## config.mk

```make
export PLATFORM = sky130hd
export DESIGN_NAME = serial_frame_receiver
export DESIGN_NICKNAME = d
export VERILOG_FILES = /design/src/rtl/serial_frame_receiver.sv
export SDC_FILE = /design/constraint.sdc
export NUM_CORES = 1
export LEC_CHECK = 0
export CAP_MARGIN = 25
export CORE_MARGIN = 2
export CORE_UTILIZATION = 50
export CTS_CLUSTER_SIZE = 12
export DETAILED_ROUTE_END_ITERATION = 12
export PLACE_DENSITY_LB_ADDON = 0.05
export SLEW_MARGIN = 40
export SYNTH_ARGS = -nofsm -noshare
export SYNTH_HDL_FRONTEND = slang
export SYNTH_SLANG_ARGS = --single-unit
export TNS_END_PERCENT = 100
```

## constraint.sdc

```tcl
create_clock -name clk -period 1.8 [get_ports clk]
set_clock_uncertainty 0.1 [all_clocks]
set_input_delay 0.36 -clock clk [delete_from_list [all_inputs] [get_ports clk]]
set_output_delay 0.36 -clock clk [all_outputs]
set_load 0.01 [all_outputs]
```

## src/rtl/serial_frame_receiver.sv

```systemverilog
// Serial frame deserialiser: start bit, WORD_W bits LSB first, stop bit.
// Delivers each word with parity/frame status over valid/ready; stalled frames abort on timeout.
module serial_frame_receiver #(
    parameter int WORD_W  = 6,
    parameter int TIMEOUT = 15
) (
    input  logic              clk,
    input  logic              rst_n,
    input  logic              serial_in,
    input  logic              bit_valid,
    output logic [WORD_W-1:0] word,
    output logic              word_valid,
    input  logic              word_ready,
    output logic              parity_err,
    output logic              frame_err,
    output logic              overrun,
    output logic              timeout,
    output logic              busy
);

    localparam int CW = $clog2(WORD_W);
    localparam int GW = (TIMEOUT > 0) ? $clog2(TIMEOUT + 1) : 1;

    typedef enum logic [1:0] {
        IDLE = 2'd0,
        DATA = 2'd1,
        STOP = 2'd2
    } state_t;

    state_t            state;
    logic [CW-1:0]     count;
    logic [GW-1:0]     gap;
    logic [WORD_W-1:0] shreg;
    logic              expire;
    logic              can_load;

    // Expiry is one cycle ahead of the counter so the abort lands on the TIMEOUT-th silent clock
    assign expire   = (TIMEOUT != 0) && (gap == GW'(TIMEOUT - 1));
    assign can_load = !word_valid || word_ready;
    assign busy     = (state != IDLE);

    always_ff @(posedge clk) begin
        if (!rst_n) begin
            state      <= IDLE;
            count      <= '0;
            gap        <= '0;
            shreg      <= '0;
            word       <= '0;
            word_valid <= 1'b0;
            parity_err <= 1'b0;
            frame_err  <= 1'b0;
            overrun    <= 1'b0;
            timeout    <= 1'b0;
        end else begin
            overrun <= 1'b0;
            timeout <= 1'b0;
            // A commit below overrides this drop, giving back-to-back delivery with no bubble
            if (word_valid && word_ready) begin
                word_valid <= 1'b0;
            end
            case (state)
                IDLE: begin
                    gap <= '0;
                    if (bit_valid && !serial_in) begin
                        state <= DATA;
                        count <= '0;
                    end
                end
                DATA: begin
                    if (bit_valid) begin
                        gap   <= '0;
                        shreg <= {serial_in, shreg[WORD_W-1:1]};
                        if (count == CW'(WORD_W - 1)) begin
                            state <= STOP;
                        end else begin
                            count <= count + CW'(1);
                        end
                    end else if (expire) begin
                        state   <= IDLE;
                        count   <= '0;
                        gap     <= '0;
                        timeout <= 1'b1;
                    end else begin
                        gap <= gap + GW'(1);
                    end
                end
                STOP: begin
                    if (bit_valid) begin
                        gap   <= '0;
                        state <= IDLE;
                        count <= '0;
                        if (can_load) begin
                            word       <= shreg;
                            word_valid <= 1'b1;
                            parity_err <= ^shreg;
                            frame_err  <= ~serial_in;
                        end else begin
                            overrun <= 1'b1;
                        end
                    end else if (expire) begin
                        state   <= IDLE;
                        count   <= '0;
                        gap     <= '0;
                        timeout <= 1'b1;
                    end else begin
                        gap <= gap + GW'(1);
                    end
                end
                default: begin
                    state <= IDLE;
                    count <= '0;
                    gap   <= '0;
                end
            endcase
        end
    end

endmodule

```

==> impl_metrics.csv <==
group,metric,value,unit
power_and_ir_drop,p_clk_share,26.4,%
min_path,min_from,"frame_err",
drt,via_per_inst,5.38,
run,max_cap_violations,0,
yosys,synth.top_cell.area_share,43.9,%
die,core_area,2230,um^2
sta,hold_viol_final,0,
drt,drt_pass1_iterations,4,
cells_and_area,nFillCells,197,
clocking,h-tree-depth,1,
sta,relSlewSlack,80.9,%
cells_and_area,layout-drive-gt1-share,15.7,%
power_and_ir_drop,comb_power_share,32.9,%
yosys,synth.mux.area_fraction,0,%
yosys,synth_most_common_cell,"nand2_1",
yosys,synth_cells,135,
run_status,status,"finished, final reports clean",
sta,max_freq,578,MHz
clocking,postCtsHoldBufs,0,
clocking,cts.clk_slew.worst_paths,0.15,ns
die,rows,17,
yosys,ys_warn_count,0,
die,initial_core_util,53.1,%
drt,vias,1044,
sta,worst_hold_slack,0.365,ns
sta,drv_slew,0,
yosys,synth-adder-area-share,8.44,%
drt,wl_per_cell,12.9,um
die,ios,17,
placed_design,io_buffers,16,
cells_and_area,final_cell_count_no_fill,194,
grt,grtUsageTotal,21.7,%
sta,fin_crit,1.73,ns
yosys,seq_area_frac_synth,43.9,%
yosys,synth_top_family_by_area,"simple AND/OR/NAND/NOR gates",
clocking,clkLatencyLatePin,0.33,ns
sta,rsz0062_at_grt,"false",
yosys,synth_area_leaders,"dfxtp_1, nand2_1, ha_1, a21oi_1, xnor2_1",
yosys,synth-compound-area-share,17.7,%
drt,drt_iter0_drc,9,
yosys,ys_top_cells_by_count,"nand2_1, dfxtp_1, a21oi_1",
power_and_ir_drop,p_int,1.07,mW
power_and_ir_drop,ir_worst_vdd,1.07,mV
die,die_x,52.7,um
drt,postRouteAntennaNets,0,
clocking,ctsLongestPathBuffers,2,
yosys,synth_seq_cells,26,
power_and_ir_drop,p_per_area,1020,nW/um^2
grt,antenna_found_initial,0,
clocking,cts_root_buf,"clkbuf_4",
yosys,synthArstFlopShare,0,%
die,die_height,52.7,um
sta,max_slew.worst_pin.slew,0.287,ns
placed_design,dp_hpwl,1960,um
grt,grt_pass1_wl,4440,um
sta,finalCritPeriodShare,96.1,%
cells_and_area,final_nets,180,
yosys,yosysTopAreaCell,"dfxtp_1",
cells_and_area,finalCoreUtilization,68.1,%
clocking,cts_buffers,3,
die,die-area,2780,um^2
clocking,post_cts_buffers,0,
setup_path,worstSetupStartpointType,"flop",
placed_design,dpl.cell_count,190,
grt,grt_pass1_vias,1077,
yosys,synth-edff-count,0,
drt,drt_wl_total,2500,um
grt,grt_overflow,0,
placed_design,place.gp.congestion,0.795,
yosys,synth-main-ff-cell,"dfxtp_1",
power_and_ir_drop,p_switching,477,uW
yosys,avgSynthCellArea,8.79,um^2
min_path,hold_class,"reg2reg",
clocking,clock_sinks,26,
yosys,yosys.cell_types.count,29,
setup_path,crit_type,"reg2out",
setup_path,critPathCaptureType,"primary output",
drt,remaining_drc_errors,0,
yosys,synthXorXnorAreaFrac,5.17,%
clocking,cts_tree,"done",
cells_and_area,diodes,0,
yosys,yosys.area_share.simple,21.3,%
power_and_ir_drop,power_leakage,0.539,nW
setup_path,critPathRequiredTime,1.34,ns
setup_path,worst-path-max-fanout,2,
power_and_ir_drop,p_sw_share,30.7,%
setup_path,cp.arrival,1.27,ns
setup_path,startpoint,"state[0]",
power_and_ir_drop,p_seq_share,40.6,%
setup_path,r2r-start,"state[0]",
grt,grt_max_degree,16,
yosys,synth_nets,148,
sta,setup_viol,0,
cells_and_area,syn2layout_area_growth,28.2,%
yosys,syn_area,1190,um^2
[power groups by stage]
| stage | sequential [mW] | combinational, mW | clock (mW) |
|---|---|---|---|
| 3_3_place_gp | 0.638 | 0.495 | 0 |
| 6_report | 0.630 | 0.511 | 0.410 |
| 5_1_grt | 0.634 | 0.570 | 0.434 |
| 3_5_place_dp | 0.638 | 0.509 | 0 |
| 4_1_cts | 0.626 | 0.505 | 0.414 |
| 2_1_floorplan | 0.643 | 0.315 | 0 |
[final timing paths]
kind / cells past startpoint / slack (ns) / endpoint
max: 4 / 0.07 / busy
min reg2reg: 2 / 0.37 / frame_err
min: 2 / 0.37 / frame_err
max reg2reg: 6 / 0.11 / state[0]
[stage by stage]
step / total power, mW / setup TNS, ns / setup WS (ns) / cell area, um^2
final: 1.55 / 0 / 0.0702 / 1520
after global routing: 1.64 / 0 / 0.0137 / 1520
after CTS: 1.55 / 0 / 0.0154 / 1520
after detailed placement: 1.15 / -0.684 / -0.119 / 1460
after global placement: 1.13 / -0.126 / -0.0549 / 1460
after floorplan: 0.958 / 0 / 0.206 / 1190
[state kept, by name, indices dropped and copies added (netlist names)]
| register | cells |
|---|---|
| shreg | 6 |
| word | 6 |
| gap | 4 |
| count | 3 |
| state | 2 |
| frame_err | 1 |
| overrun | 1 |
| parity_err | 1 |
| timeout | 1 |
| word_valid | 1 |
[routing by layer]
metal	up-vias	global-route usage, %	routed length [um]
met3	4	5.43	75
li1	527	-	-
met5	-	0	0
met2	17	42.7	1370
met4	0	5.56	24
met1	496	22.1	1030
[logic make-up after synthesis]
kind of cell,count (synthesis)
simple gates,54
compound gates,31
flops,26
buf+inv,9
fa+ha+maj,8
xor+xnor,7
[critical path: stages, from the launching register on]
cell             delay [ns]
dfxtp_2                0.36
inv_1                  0.06
ha_1                   0.22
inv_2                  0.08
clkdlybuf4s15_2        0.22
[layout by cell type, fill, tap and decap left out, types with 4 or more instances in the layout]
master / n
a21oi_1: 16
buf_4: 13
clkdlybuf4s50_1: 15
dfxtp_1: 24
ha_1: 8
inv_1: 5
nand2_1: 33
nand3_1: 5
nor2_1: 4
xnor2_1: 6
[layout make-up]
type / instances / area [um^2] / share of cell area, %
Multi-Input combinational cell: 100 / 624 / 41.1
Sequential cell: 26 / 523 / 34.4
Timing Repair Buffer: 29 / 259 / 17.0
Tap cell: 28 / 35.0 / 2.30
Clock inverter: 1 / 30.0 / 1.98
Inverter: 7 / 26.3 / 1.73
Clock buffer: 3 / 22.5 / 1.48
[what timing repair did]
| action | 4_1_cts | 5_1_grt |
|---|---|---|
| setup endpoints to repair | 1 | 1 |
| resized for setup | 3 | 3 |
| pin swaps | 0 | 0 |
Note: power is estimated with default switching activity, not from simulation.
